**src/rtl/dccm_access_ctrl.sv**
```systemverilog
// DCCM load/store sequencer: SECDED check/correct, two-word misaligned accesses,
// and read-modify-write for sub-word or misaligned stores.
module dccm_access_ctrl #(
  parameter int DCCM_BITS        = 16,
  parameter int DCCM_FDATA_WIDTH = 39
) (
  input  logic                        clock,
  input  logic                        reset,
  input  logic                        io_req_valid,
  output logic                        io_req_ready,
  input  logic                        io_req_write,
  input  logic [DCCM_BITS-1:0]        io_req_addr,
  input  logic [1:0]                  io_req_size,
  input  logic [31:0]                 io_req_wdata,
  input  logic                        io_ecc_disable,
  output logic                        io_resp_valid,
  output logic [31:0]                 io_resp_data,
  output logic                        io_resp_sb_err,
  output logic                        io_resp_db_err,
  output logic                        io_dccm_rden,
  output logic                        io_dccm_wren,
  output logic [DCCM_BITS-1:0]        io_dccm_rd_addr_lo,
  output logic [DCCM_BITS-1:0]        io_dccm_rd_addr_hi,
  output logic [DCCM_BITS-1:0]        io_dccm_wr_addr_lo,
  output logic [DCCM_BITS-1:0]        io_dccm_wr_addr_hi,
  output logic [DCCM_FDATA_WIDTH-1:0] io_dccm_wr_data_lo,
  output logic [DCCM_FDATA_WIDTH-1:0] io_dccm_wr_data_hi,
  input  logic [DCCM_FDATA_WIDTH-1:0] io_dccm_rd_data_lo,
  input  logic [DCCM_FDATA_WIDTH-1:0] io_dccm_rd_data_hi
);
  localparam int WW = DCCM_BITS - 2;

  typedef enum logic [1:0] {S_IDLE, S_RD, S_CHK, S_WR} state_t;
  typedef struct packed {
    logic [31:0] data;
    logic        sb;
    logic        db;
  } dec_t;

  // Hamming check bits: data occupies positions 1..38 that are not powers of two.
  function automatic logic [5:0] ham_bits(input logic [31:0] d);
    logic [5:0] p;
    logic [5:0] k;
    p = '0;
    k = '0;
    for (int pos = 1; pos < 39; pos++) begin
      if ((pos & (pos - 1)) != 0) begin
        for (int b = 0; b < 6; b++) if (pos[b]) p[b] = p[b] ^ d[k[4:0]];
        k = k + 6'd1;
      end
    end
    return p;
  endfunction

  function automatic logic [38:0] ecc_enc(input logic [31:0] d);
    logic [5:0] p;
    p = ham_bits(d);
    return {^{p, d}, p, d};
  endfunction

  function automatic dec_t ecc_dec(input logic [38:0] cw);
    logic [5:0] syn;
    logic       par;
    logic [5:0] k;
    dec_t       r;
    syn    = ham_bits(cw[31:0]) ^ cw[37:32];
    par    = ^cw;
    r.data = cw[31:0];
    r.sb   = par & (syn <= 6'd38);
    r.db   = (~par & (syn != 6'd0)) | (par & (syn > 6'd38));
    k      = '0;
    for (int pos = 1; pos < 39; pos++) begin
      if ((pos & (pos - 1)) != 0) begin
        if (par && syn == pos[5:0]) r.data[k[4:0]] = ~cw[k[4:0]];
        k = k + 6'd1;
      end
    end
    return r;
  endfunction

  state_t                state_q, state_d;
  logic                  write_q, write_d, span_q, span_d;
  logic [1:0]            off_q, off_d;
  logic [2:0]            nbytes_q, nbytes_d;
  logic [31:0]           wdata_q, wdata_d;
  logic [DCCM_BITS-1:0]  rd_lo_q, rd_lo_d, rd_hi_q, rd_hi_d;
  logic [DCCM_BITS-1:0]  wr_lo_q, wr_lo_d, wr_hi_q, wr_hi_d;
  logic [38:0]           wd_lo_q, wd_lo_d, wd_hi_q, wd_hi_d;
  logic                  resp_valid_q, resp_valid_d, sb_q, sb_d, db_q, db_d;
  logic                  sb_pend_q, sb_pend_d;
  logic [31:0]           resp_data_q, resp_data_d;

  // Request decode
  logic [2:0]            req_nbytes;
  logic                  req_span;
  logic [WW-1:0]         req_w;
  logic [DCCM_BITS-1:0]  req_lo, req_hi;

  always_comb begin
    req_nbytes = (io_req_size == 2'd0) ? 3'd1 : (io_req_size == 2'd1) ? 3'd2 : 3'd4;
    req_span   = ({2'b00, io_req_addr[1:0]} + {1'b0, req_nbytes}) > 4'd4;
    req_w      = io_req_addr[DCCM_BITS-1:2];
    req_lo     = {req_w, 2'b00};
    req_hi     = req_span ? {req_w + WW'(1), 2'b00} : req_lo;
  end

  // CHK datapath: decode, extract load data, merge store data
  dec_t        dec_lo, dec_hi;
  logic [31:0] lo_data, hi_data, ld_mask, load_data;
  logic [63:0] dword, ld_shift, bm, merged;
  logic [7:0]  be8;
  logic [5:0]  shamt;
  logic        chk_sb, chk_db;

  always_comb begin
    dec_lo    = ecc_dec(io_dccm_rd_data_lo);
    dec_hi    = ecc_dec(io_dccm_rd_data_hi);
    lo_data   = io_ecc_disable ? io_dccm_rd_data_lo[31:0] : dec_lo.data;
    hi_data   = io_ecc_disable ? io_dccm_rd_data_hi[31:0] : dec_hi.data;
    chk_sb    = ~io_ecc_disable & (dec_lo.sb | (span_q & dec_hi.sb));
    chk_db    = ~io_ecc_disable & (dec_lo.db | (span_q & dec_hi.db));
    dword     = {hi_data, lo_data};
    shamt     = {1'b0, off_q, 3'b000};
    ld_shift  = dword >> shamt;
    ld_mask   = (nbytes_q == 3'd1) ? 32'h0000_00FF :
                (nbytes_q == 3'd2) ? 32'h0000_FFFF : 32'hFFFF_FFFF;
    load_data = ld_shift[31:0] & ld_mask;
    be8       = ((nbytes_q == 3'd1) ? 8'h01 : (nbytes_q == 3'd2) ? 8'h03 : 8'h0F) << off_q;
    for (int i = 0; i < 8; i++) bm[i*8 +: 8] = {8{be8[i]}};
    merged    = (dword & ~bm) | (({32'b0, wdata_q} << shamt) & bm);
  end

  // NOTE: every always_comb output gets a default first so no path infers a latch.
  always_comb begin
    state_d      = state_q;
    write_d      = write_q;
    span_d       = span_q;
    off_d        = off_q;
    nbytes_d     = nbytes_q;
    wdata_d      = wdata_q;
    rd_lo_d      = rd_lo_q;
    rd_hi_d      = rd_hi_q;
    wr_lo_d      = wr_lo_q;
    wr_hi_d      = wr_hi_q;
    wd_lo_d      = wd_lo_q;
    wd_hi_d      = wd_hi_q;
    sb_pend_d    = sb_pend_q;
    resp_valid_d = 1'b0;
    resp_data_d  = resp_data_q;
    sb_d         = sb_q;
    db_d         = db_q;
    unique case (state_q)
      S_IDLE: if (io_req_valid) begin
        write_d  = io_req_write;
        span_d   = req_span;
        off_d    = io_req_addr[1:0];
        nbytes_d = req_nbytes;
        wdata_d  = io_req_wdata;
        if (io_req_write && req_nbytes == 3'd4 && io_req_addr[1:0] == 2'd0) begin
          wr_lo_d   = req_lo;
          wr_hi_d   = req_lo;
          wd_lo_d   = ecc_enc(io_req_wdata);
          wd_hi_d   = ecc_enc(io_req_wdata);
          sb_pend_d = 1'b0;
          state_d   = S_WR;
        end else begin
          rd_lo_d = req_lo;
          rd_hi_d = req_hi;
          state_d = S_RD;
        end
      end
      S_RD: state_d = S_CHK;
      S_CHK: begin
        if (!write_q || chk_db) begin
          // Loads respond here; stores hitting an uncorrectable word abort the write.
          resp_valid_d = 1'b1;
          resp_data_d  = write_q ? 32'h0 : load_data;
          sb_d         = chk_sb;
          db_d         = chk_db;
          state_d      = S_IDLE;
        end else begin
          wr_lo_d   = rd_lo_q;
          wr_hi_d   = rd_hi_q;
          wd_lo_d   = ecc_enc(merged[31:0]);
          wd_hi_d   = span_q ? ecc_enc(merged[63:32]) : ecc_enc(merged[31:0]);
          sb_pend_d = chk_sb;
          state_d   = S_WR;
        end
      end
      S_WR: begin
        resp_valid_d = 1'b1;
        resp_data_d  = 32'h0;
        sb_d         = sb_pend_q;
        db_d         = 1'b0;
        state_d      = S_IDLE;
      end
      default: state_d = S_IDLE;
    endcase
  end

  // NOTE: sequential state uses non-blocking assignments so all flops update together.
  always_ff @(posedge clock or posedge reset) begin
    if (reset) begin
      state_q      <= S_IDLE;
      write_q      <= 1'b0;
      span_q       <= 1'b0;
      off_q        <= '0;
      nbytes_q     <= '0;
      wdata_q      <= '0;
      rd_lo_q      <= '0;
      rd_hi_q      <= '0;
      wr_lo_q      <= '0;
      wr_hi_q      <= '0;
      wd_lo_q      <= '0;
      wd_hi_q      <= '0;
      sb_pend_q    <= 1'b0;
      resp_valid_q <= 1'b0;
      resp_data_q  <= '0;
      sb_q         <= 1'b0;
      db_q         <= 1'b0;
    end else begin
      state_q      <= state_d;
      write_q      <= write_d;
      span_q       <= span_d;
      off_q        <= off_d;
      nbytes_q     <= nbytes_d;
      wdata_q      <= wdata_d;
      rd_lo_q      <= rd_lo_d;
      rd_hi_q      <= rd_hi_d;
      wr_lo_q      <= wr_lo_d;
      wr_hi_q      <= wr_hi_d;
      wd_lo_q      <= wd_lo_d;
      wd_hi_q      <= wd_hi_d;
      sb_pend_q    <= sb_pend_d;
      resp_valid_q <= resp_valid_d;
      resp_data_q  <= resp_data_d;
      sb_q         <= sb_d;
      db_q         <= db_d;
    end
  end

  assign io_req_ready       = (state_q == S_IDLE);
  assign io_dccm_rden       = (state_q == S_RD);
  assign io_dccm_wren       = (state_q == S_WR);
  assign io_dccm_rd_addr_lo = rd_lo_q;
  assign io_dccm_rd_addr_hi = rd_hi_q;
  assign io_dccm_wr_addr_lo = wr_lo_q;
  assign io_dccm_wr_addr_hi = wr_hi_q;
  assign io_dccm_wr_data_lo = wd_lo_q;
  assign io_dccm_wr_data_hi = wd_hi_q;
  assign io_resp_valid      = resp_valid_q;
  assign io_resp_data       = resp_data_q;
  assign io_resp_sb_err     = sb_q;
  assign io_resp_db_err     = db_q;

endmodule
```
**config.mk**
```make
export PLATFORM = sky130hd
export DESIGN_NAME = dccm_access_ctrl
export DESIGN_NICKNAME = d
export VERILOG_FILES = /design/src/rtl/dccm_access_ctrl.sv
export SDC_FILE = /design/constraint.sdc
export NUM_CORES = 1
export LEC_CHECK = 0
export ABC_CLOCK_PERIOD_IN_PS = 7500
export BUFFER_PORTS_ARGS = -buffer_cell sky130_fd_sc_hd__buf_2
export CORE_AREA = 5 5 277 212
export DETAILED_ROUTE_END_ITERATION = 8
export DIE_AREA = 0 0 282 217
export PLACE_DENSITY_LB_ADDON = 0.25
export SLEW_MARGIN = 40
export SYNTH_ARGS = -nofsm -noshare
export SYNTH_HDL_FRONTEND = slang
export SYNTH_SLANG_ARGS = --single-unit
```
**constraint.sdc**
```tcl
create_clock -name clock -period 7.5 [get_ports clock]
set_input_delay 1.125 -clock clock [delete_from_list [all_inputs] [get_ports clock]]
set_output_delay 1.125 -clock clock [all_outputs]
set_load 0.01 [all_outputs]
```
[After elaboration in Yosys (flattened, before gate mapping)]
Cells that the tools add are included.
Storage, ports and cells
  register bits: 219
  input port bits: 133
  output and inout bits: 180
  word-level logic and storage cells: 2318
Cells by class
  add/sub/neg operators: 62
  order comparisons: 67
  eq/ne operators: 76
  shifts and indexed selects: 3
  mux-type cells: 1501
  bitwise operators: 508
  reductions and logical operators: 84
Operator list (number)
  $mux W1: 973
  $mux W5: 164
  $bmux W1 S5: 93
  $xor A1 B1 Y1: 420
  $mux W39: 10
  $lt A5 B6 Y1 const B: 62
  $mux W16: 22
  $mux W32: 11
  $add A5 B1 Y5 const B: 60
  $mux W2: 109
  $eq A6 B5 Y1 const B: 30
  $pmux W39 S2: 2
  $and A64 B64 Y64: 2
  $mux W3: 41
  $reduce_xor A38 Y1: 3
  $eq A6 B4 Y1 const B: 14
  $reduce_xor A39 Y1: 2
  $eq A6 B6 Y1 const B: 12
  $mux W4: 18
  $not A1 Y1: 67
  $logic_and A1 B1 Y1: 66
  $not A64 Y64: 1
  $or A64 B64 Y64: 1
  $pmux W16 S2: 2
  57 further kinds: 116

[Logic depth before layout (Yosys ltp)]
Gate-level depths: netlist of the first run.
  word-level depth: 183
  depth in mapped cells: 18
  gate-level depth less buffers: 15

[Worst setup path before layout of the first run]
Ideal clock, no wire load.
  path type: input-to-reg
  from: input port io_dccm_rd_data_lo[2]
  to: register wd_hi_q[38], in the netlist io_dccm_wr_data_hi[38]
  arrival: 5.517 ns
  setup slack: 1.901 ns
  stages: 15
  buffers on the path: 0
  path through: xnor3_1 > xor2_1 > xnor3_2 > or3_4 > a21o_1 > or4_4 > a31oi_4 > xor2_1 > xnor3_1 > xnor2_2 > xor3_2 > xnor3_1 > xnor2_1 > nand2b_1 > a31oi_1
On the way
  longest elaborated chain between the ends: 151
RTL lines
  from (decl): line 28  | input logic [DCCM_FDATA_WIDTH-1:0] io_dccm_rd_data_lo,
  $xor A1 B1 Y1 (17 in a row): line 48  | for (int b = 0; b < 6; b++) if (pos[b]) p[b] = p[b] ^ d[k[4:0]];
  $xor A6 B6 Y6: line 66  | syn = ham_bits(cw[31:0]) ^ cw[37:32];
  $eq A6 B2 Y1: line 74  | if (par && syn == pos[5:0]) r.data[k[4:0]] = ~cw[k[4:0]];
  $logic_and A1 B1 Y1: line 74
  $mux W1: line 74
  $mux W2: line 74
  $mux W3: line 74
  $mux W4: line 74
  [119 not listed]
  $mux W1: line 152  | unique case (state_q)
  $mux W2: line 174  | if (!write_q || chk_db) begin
  $mux W2: line 152
  $reduce_xor A38 Y1: line 58  | return {^{p, d}, p, d};
  $mux W39: line 185  | wd_hi_d = span_q ? ecc_enc(merged[63:32]) : ecc_enc(merged[31:0]);
  $mux W39: line 174
  $mux W39: line 152
  $pmux W39 S2: line 152
  to (signal assigned): line 233  | wd_hi_q <= wd_hi_d;
  to (decl): line 88  | logic [38:0] wd_lo_q, wd_lo_d, wd_hi_q, wd_hi_d;
Parallel ways exist; a longest one is shown, timed or not. The select of a mux whose other input is x is not followed.
A chain may end at the register's enable or synchronous reset.

[Final worst setup path of the first run]
  from: input port io_dccm_rd_data_lo[0]
  to: register wd_hi_q[38], in the netlist io_dccm_wr_data_hi[38]
The elaborated chain is that of the path after synthesis.

==> qor.yml, run 1 <==
synth_flop_cell: "dfrtp_1"
drt-pass1-iter-count: 5
dr_total_vias: 15140
path_clk_slew_ns: 0.06
cp_data_arrival_time_ns: 6.51
cts_resized: 0
dieHeight_um: 217
drv_cap: 0
grt-ovfl-total: 0
clockBufferDepth: 3
antenna_found_initial: 15
clock-sinks: 211
num_io_pins: 313
rsz0062_at_grt: "no"
synth_cell_types: 77
syn2layout_area_growth_pct: 18.80
dpl.hpwl_um: 58670
clk_latency_ns: 0.54
hold_viol_final: 0
io_buffers: 304
fin_crit_ns: 6.054
cts_tree: "built"
synth_top_area_share: 0.3197
hold_end: "io_dccm_wr_addr_hi[9]$_DFFE_PP0P_"
tightest_slew_ns: 1.010
slew_viol_final: 0
ys_warn_count: 0
cts_max_level: 1
min_from: "io_dccm_wr_addr_hi[9]$_DFFE_PP0P_"
dieArea_um2: 61190
grt_pass1_vias: 14840
endpoint_kind: "flip-flop"
ant_nets: 0
synth.cell_area_um2: 16520
setup_viol: 0
grt_usage: 0.2289
worstReg2RegEnd: "io_dccm_wr_data_hi[38]$_DFFE_PP0P_"
cp_max_fo: 18
seq_area_frac_synth: 0.3197
hold_path.class: "flip-flop to flip-flop"
num_rows: 75
postSynthCellCount: 1882
detail_route.wl_per_cell_um: 25.20
drt_iter0_drc: 1415
async_reset_ff_frac: 1.000
holdPathStages: 2
r2r_slack_ns: 2.21
drt-met1-wl_um: 32540
outcome: "complete, no violations"
postCtsHoldBufs: 0
max_freq_mhz: 165.2
finalWirelength_um: 72510
coreArea_um2: 55460
layout_common_cells: "304 x buf_2, 299 x nand2_1, 218 x xnor2_1"
dieWidth_um: 282
wl_met2_um: 31260
drc: 0
nFillCells: 5746
avgSynthCellArea_um2: 8.776
viasPerCell: 5.261
min_period_over_period: 0.8072
slew_headroom: 0.3179
floorplan.initialDensity: 0.2978
synth_edf_count: 0
grt_pass1_wl_um: 104700
layout-drive-gt1-share: 0.2151
rr_startpoint: "off_q[1]$_DFFE_PP0P_"
cts_root_buf: "clkbuf_16"
maxUsedRoutingLayer: "met5"
required_ns: 7.95
start_kind: "primary input"
gp_congestion: 0.9825
path_class: "primary input to flip-flop"
setup-tns-final_ns: 0
yosysTopAreaCell: "dfrtp_1"
nNetsFinal: 2265
rr_worst_depth: 13
fin_skew_ns: 0.01527
postCtsSetupBuffers: 0
layout_commonest_cell: "buf_2"
synth_area_leaders: "dfrtp_1 32%, xnor2_1 12%, nand2_1 6.8%, xnor3_1 6.5%, a21oi_1 4.5%"
cts_buffers: 24
ys_seq_elements: 211
met3_length_um: 7345
grt_start_max_net_pins: 80
## cell usage after synthesis (28+ instances only)
cell type	n
a211oi_1	30
a21oi_1	148
xnor3_1	48
nor2_1	174
nand2_1	300
o21ai_0	140
xnor2_1	220
xor2_1	79
mux2_2	44
mux2i_1	52
and2_1	28
clkbuf_1	98
dfrtp_1	211
## per-layer routing
layer  up-vias  GRT usage
li1       6999          -
met1      7432     0.3256
met2       603     0.3425
met3        94    0.07960
met4        14    0.03866
met5         -          0
## critical path, cell delays in order
cell and delay (ns):
buf_2 0.14, xnor3_1 0.45, xor3_1 0.40, xnor2_1 0.22, xnor3_1 0.60, xnor2_4 0.56, nor3_2 0.12, xnor2_1 0.21
a222oi_1 0.59, xnor3_1 0.49, xnor3_1 0.39, xnor3_1 0.28, xnor3_1 0.43, xnor2_1 0.15, nand2b_1 0.15, a31oi_1 0.19
## layout make-up
type                       instances  area (um2)  area share
multi-input combinational       1540       10790      0.5498
clock buffer                      39       738.2     0.03763
inverter                          17       73.82    0.003763
timing repair buffer             334        1774     0.09043
antenna                            4       10.01   0.0005102
tap                              731       914.6     0.04662
sequential                       211        5283      0.2692
clock inverter                     2       38.79    0.001977
## through the flow
stage	std cells	setup WS [ns]	instance area [um2]	util	hold slack [ns]
after floorplan	1889	0.6091	16540	-	0.4639
after global placement	2832	0.9147	18770	0.3384	0.4607
after detailed placement	2833	0.8307	18820	0.3393	0.4621
after CTS	2874	1.361	19600	0.3533	0.4800
after global routing	2876	1.234	19620	0.3537	0.5054
final	2878	1.446	19620	0.3538	0.4733
## state kept, by name, indices dropped and copies added (netlist names)
name,count
nbytes_q,3
span_q,1
sb_pend_q,1
io_resp_db_err,1
io_dccm_wr_addr_hi,14
wdata_q,32
io_dccm_rd_addr_hi,14
io_resp_sb_err,1
state_q,2
write_q,1
off_q,2
io_dccm_wr_addr_lo,14
io_dccm_wr_data_hi,39
io_resp_valid,1
io_dccm_wr_data_lo,39
io_resp_data,32
io_dccm_rd_addr_lo,14
## cell families (layout without fill, tap and decap cells)
group                      after synthesis  count (layout)  synth area share
DFF                                    211             211            0.3197
buffers and inverters                  138             392           0.03364
other                                    1              12         0.0002271
AOI/OAI and AO/OA                      450             450            0.1642
xor gates and xnor gates               364             364            0.2454
muxes                                  102             102           0.06970
adders and majority gates                4               4          0.003485
and+or+nand+nor                        612             612            0.1636
## worst max-delay path by stage
stage | slack [ns] | from | cells after the start | to
detailed placement | 0.83 | io_dccm_rd_data_lo[0] | 16 | io_dccm_wr_data_hi[38]$_DFFE_PP0P_
global placement | 0.91 | io_dccm_rd_data_lo[0] | 16 | io_dccm_wr_data_hi[38]$_DFFE_PP0P_
floorplan | 0.61 | reset | 1 | io_dccm_rd_addr_hi[10]$_DFFE_PP0P_
global route | 1.23 | io_dccm_rd_data_lo[0] | 16 | io_dccm_wr_data_hi[38]$_DFFE_PP0P_
CTS | 1.36 | io_dccm_rd_data_lo[0] | 16 | io_dccm_wr_data_hi[38]$_DFFE_PP0P_
finish | 1.45 | io_dccm_rd_data_lo[0] | 16 | io_dccm_wr_data_hi[38]$_DFFE_PP0P_
Power of run 1 is left out: the tool's default activity adds up to more than one toggle a clock period on the data nets, which glitch-free logic cannot reach.
==> inputs of run 2 (changes only) <==
--- a/config.mk
+++ b/config.mk
@@ -5,7 +5,7 @@
 export SDC_FILE = /design/constraint.sdc
 export NUM_CORES = 1
 export LEC_CHECK = 0
-export ABC_CLOCK_PERIOD_IN_PS = 7500
+export ABC_CLOCK_PERIOD_IN_PS = 4990
 export BUFFER_PORTS_ARGS = -buffer_cell sky130_fd_sc_hd__buf_2
 export CORE_AREA = 5 5 277 212
 export DETAILED_ROUTE_END_ITERATION = 8
==> constraint.sdc (replaced) <==
create_clock -name clock -period 4.99 [get_ports clock]
set_input_delay 0.7485 -clock clock [delete_from_list [all_inputs] [get_ports clock]]
set_output_delay 0.7485 -clock clock [all_outputs]
set_load 0.01 [all_outputs]
==> run 2 against run 1 <==
Effect of this change:
- count of clock-buffer cells in the layout decreased by 6
- setup slack got worse by 1.4 ns
- flip-flop and latch count unchanged
- non-clock buffer count increased by 392
- clock skew increased by 0.0093 ns
- hold slack got worse by 0.32 ns
- largest cell class unchanged
- highest routed layer unchanged
==> qor.yml, run 2 (synthesized netlist as in run 1, its figures left out) <==
final_cell_area_um2: 23200  # was 19,620 um2
dr_total_vias: 16540  # was 15,140
hold_path.class: "primary input to async pin"  # was flip-flop to flip-flop
clock-sinks: 211  # unchanged
setup_viol: 0  # unchanged
rr_worst_depth: 13  # unchanged
num_rows: 75  # unchanged
crit_top_cell: "xnor3_1"  # unchanged
critPathBufInv: 2  # was 1
syn2layout_area_growth_pct: 40.46  # was 18.80%
setup-tns-final_ns: 0  # unchanged
outcome: "complete, no violations"  # unchanged
max_freq_mhz: 202.7
clk_latency_ns: 0.55  # was 0.54 ns
cp_slowest_stage_delay_ns: 0.47  # was 0.60 ns
coreArea_um2: 55460  # unchanged
layout-drive-gt1-share: 0.3622  # was 0.2151
cts_root_buf: "clkbuf_16"  # unchanged
nNetsFinal: 2658  # was 2,265
dpl.hpwl_um: 62870  # was 58,670 um
cp_slowest_cell: "xnor3_2"  # was xnor3_1
cts_buffers: 25  # was 24
min_period_over_period: 0.9886
postCtsHoldBufs: 0  # unchanged
r2r_slack_ns: 0.86  # was 2.21 ns
grt_usage: 0.2393  # was 0.2289
hold_viol_final: 0  # unchanged
clockBufferDepth: 3  # unchanged
layout_commonest_cell: "buf_4"  # was buf_2
required_ns: 5.46  # was 7.95 ns
layout_common_cells: "409 x buf_4, 304 x buf_2, 298 x nand2_1"  # was 304 x buf_2, 299 x nand2_1, 218 x xnor2_1
grt-ovfl-total: 0  # unchanged
detail_route.wl_per_cell_um: 23.31  # was 25.20 um
worstReg2RegEnd: "io_dccm_wr_data_hi[38]$_DFFE_PP0P_"  # unchanged
ant_nets: 0  # unchanged
rr_startpoint: "off_q[1]$_DFFE_PP0P_"  # unchanged
start_kind: "primary input"  # unchanged
cp.depth: 17  # was 16
rsz0062_at_grt: "yes"  # was no
cp_data_arrival_time_ns: 5.40  # was 6.51 ns
io_buffers: 304  # unchanged
antenna_found_initial: 5  # was 15
path_clk_slew_ns: 0.06  # about the same
fin_skew_ns: 0.02458  # was 0.01527 ns
grt_pass1_wl_um: 109100  # was 104,700 um
drt_iter0_drc: 1580  # was 1,415
drc: 0  # unchanged
path_class: "primary input to flip-flop"  # unchanged
slew_viol_final: 0  # unchanged
finalWirelength_um: 76310  # was 72,510 um
grt_start_max_net_pins: 102  # was 80
slew_headroom: 0.3393  # was 0.3179
cts_max_level: 1  # unchanged
viasPerCell: 5.052  # was 5.261
grt_pass1_vias: 16080  # was 14,840
fin_crit_ns: 4.933
num_io_pins: 313  # unchanged
gp_congestion: 0.9738  # was 0.9825
dpl_cell_area_um2: 21770  # was 18,820 um2
drt-pass1-iter-count: 5  # unchanged
dieWidth_um: 282  # unchanged
setup_ws_ns: 0.05709  # was 1.446 ns
place_ws_ns: -0.6829  # was 0.8307 ns
dieHeight_um: 217  # unchanged
dieArea_um2: 61190  # unchanged
drv_cap: 0  # unchanged
tightest_slew_ns: 0.9806  # was 1.010 ns
floorplan.initialDensity: 0.2978  # unchanged
cp_max_fo: 5  # was 18
crit_family: "XOR/XNOR gates"  # unchanged
path_cells: "buf_2, xnor3_2, xor2_4, xnor3_2, or3_4, a21o_1, or4_4, a31oi_4, xor2_2, xnor3_1, xnor2_2, buf_4, xnor3_1, xnor3_1, xnor2_2, nand2b_1, a31oi_1"  # was buf_2, xnor3_1, xor3_1, xnor2_1, xnor3_1, xnor2_4, nor3_2, xnor2_1, a222oi_1, xnor3_1, xnor3_1, xnor3_1, xnor3_1, xnor2_1, nand2b_1, a31oi_1
cts_tree: "built"  # unchanged
endpoint_kind: "flip-flop"  # unchanged
[run 2: worst max-delay path by stage]
stage,startpoint,to,slack [ns]
finish,io_dccm_rd_data_lo[2],io_dccm_wr_data_hi[38]$_DFFE_PP0P_,0.06
global route,io_dccm_rd_data_lo[0],io_dccm_wr_data_hi[38]$_DFFE_PP0P_,-0.02
CTS,io_dccm_rd_data_lo[3],io_dccm_wr_data_hi[38]$_DFFE_PP0P_,0.01
detailed placement,io_dccm_rd_data_hi[3],io_dccm_wr_data_hi[38]$_DFFE_PP0P_,-0.68
global placement,io_dccm_rd_data_hi[3],io_dccm_wr_data_hi[38]$_DFFE_PP0P_,-0.61
floorplan,io_dccm_rd_data_lo[0],io_dccm_wr_data_hi[38]$_DFFE_PP0P_,0.01
[run 2: repair_timing]
item	in CTS	in global routing
pin swaps	1	18
endpoints found under the hold margin	0	0
setup buffers	0	8
cloned	0	0
gates resized for setup	5	69
endpoints found under the setup margin	4	7
[run 2: metal layers]
layer / vias to the layer above / wire length [um] / part of all wire / global-route usage
li1: 7779 / - / - / -
met1: 8080 / 35510 / 0.47 / 0.3530
met2: 606 / 31920 / 0.42 / 0.3481
met3: 72 / 7465 / 0.098 / 0.07885
met4: 4 / 1235 / 0.016 / 0.03263
met5: - / 175 / 0.0023 / 0.01923
[run 2: layout make-up]
class                           instances  area (um2)
Tap cell                              731       914.6
Multi-Input combinational cell       1540       11180
Inverter                               17       67.56
Clock inverter                         13       177.7
Clock buffer                           33       725.7
Fill cell                            5560       32260
Antenna cell                            3       7.507
Sequential cell                       211        5283
Timing Repair Buffer                  726        4846
[run 2: metrics by stage]
stage,hold WS [ns],instances,util
after detailed placement,0.4639,3215,0.3926
final,0.1548,3274,0.4183
after global placement,0.4595,3214,0.3923
after CTS,0.3447,3261,0.4094
after global routing,0.1646,3271,0.4182
after floorplan,0.4639,1889,-
Power of run 2 is left out for the same reason.
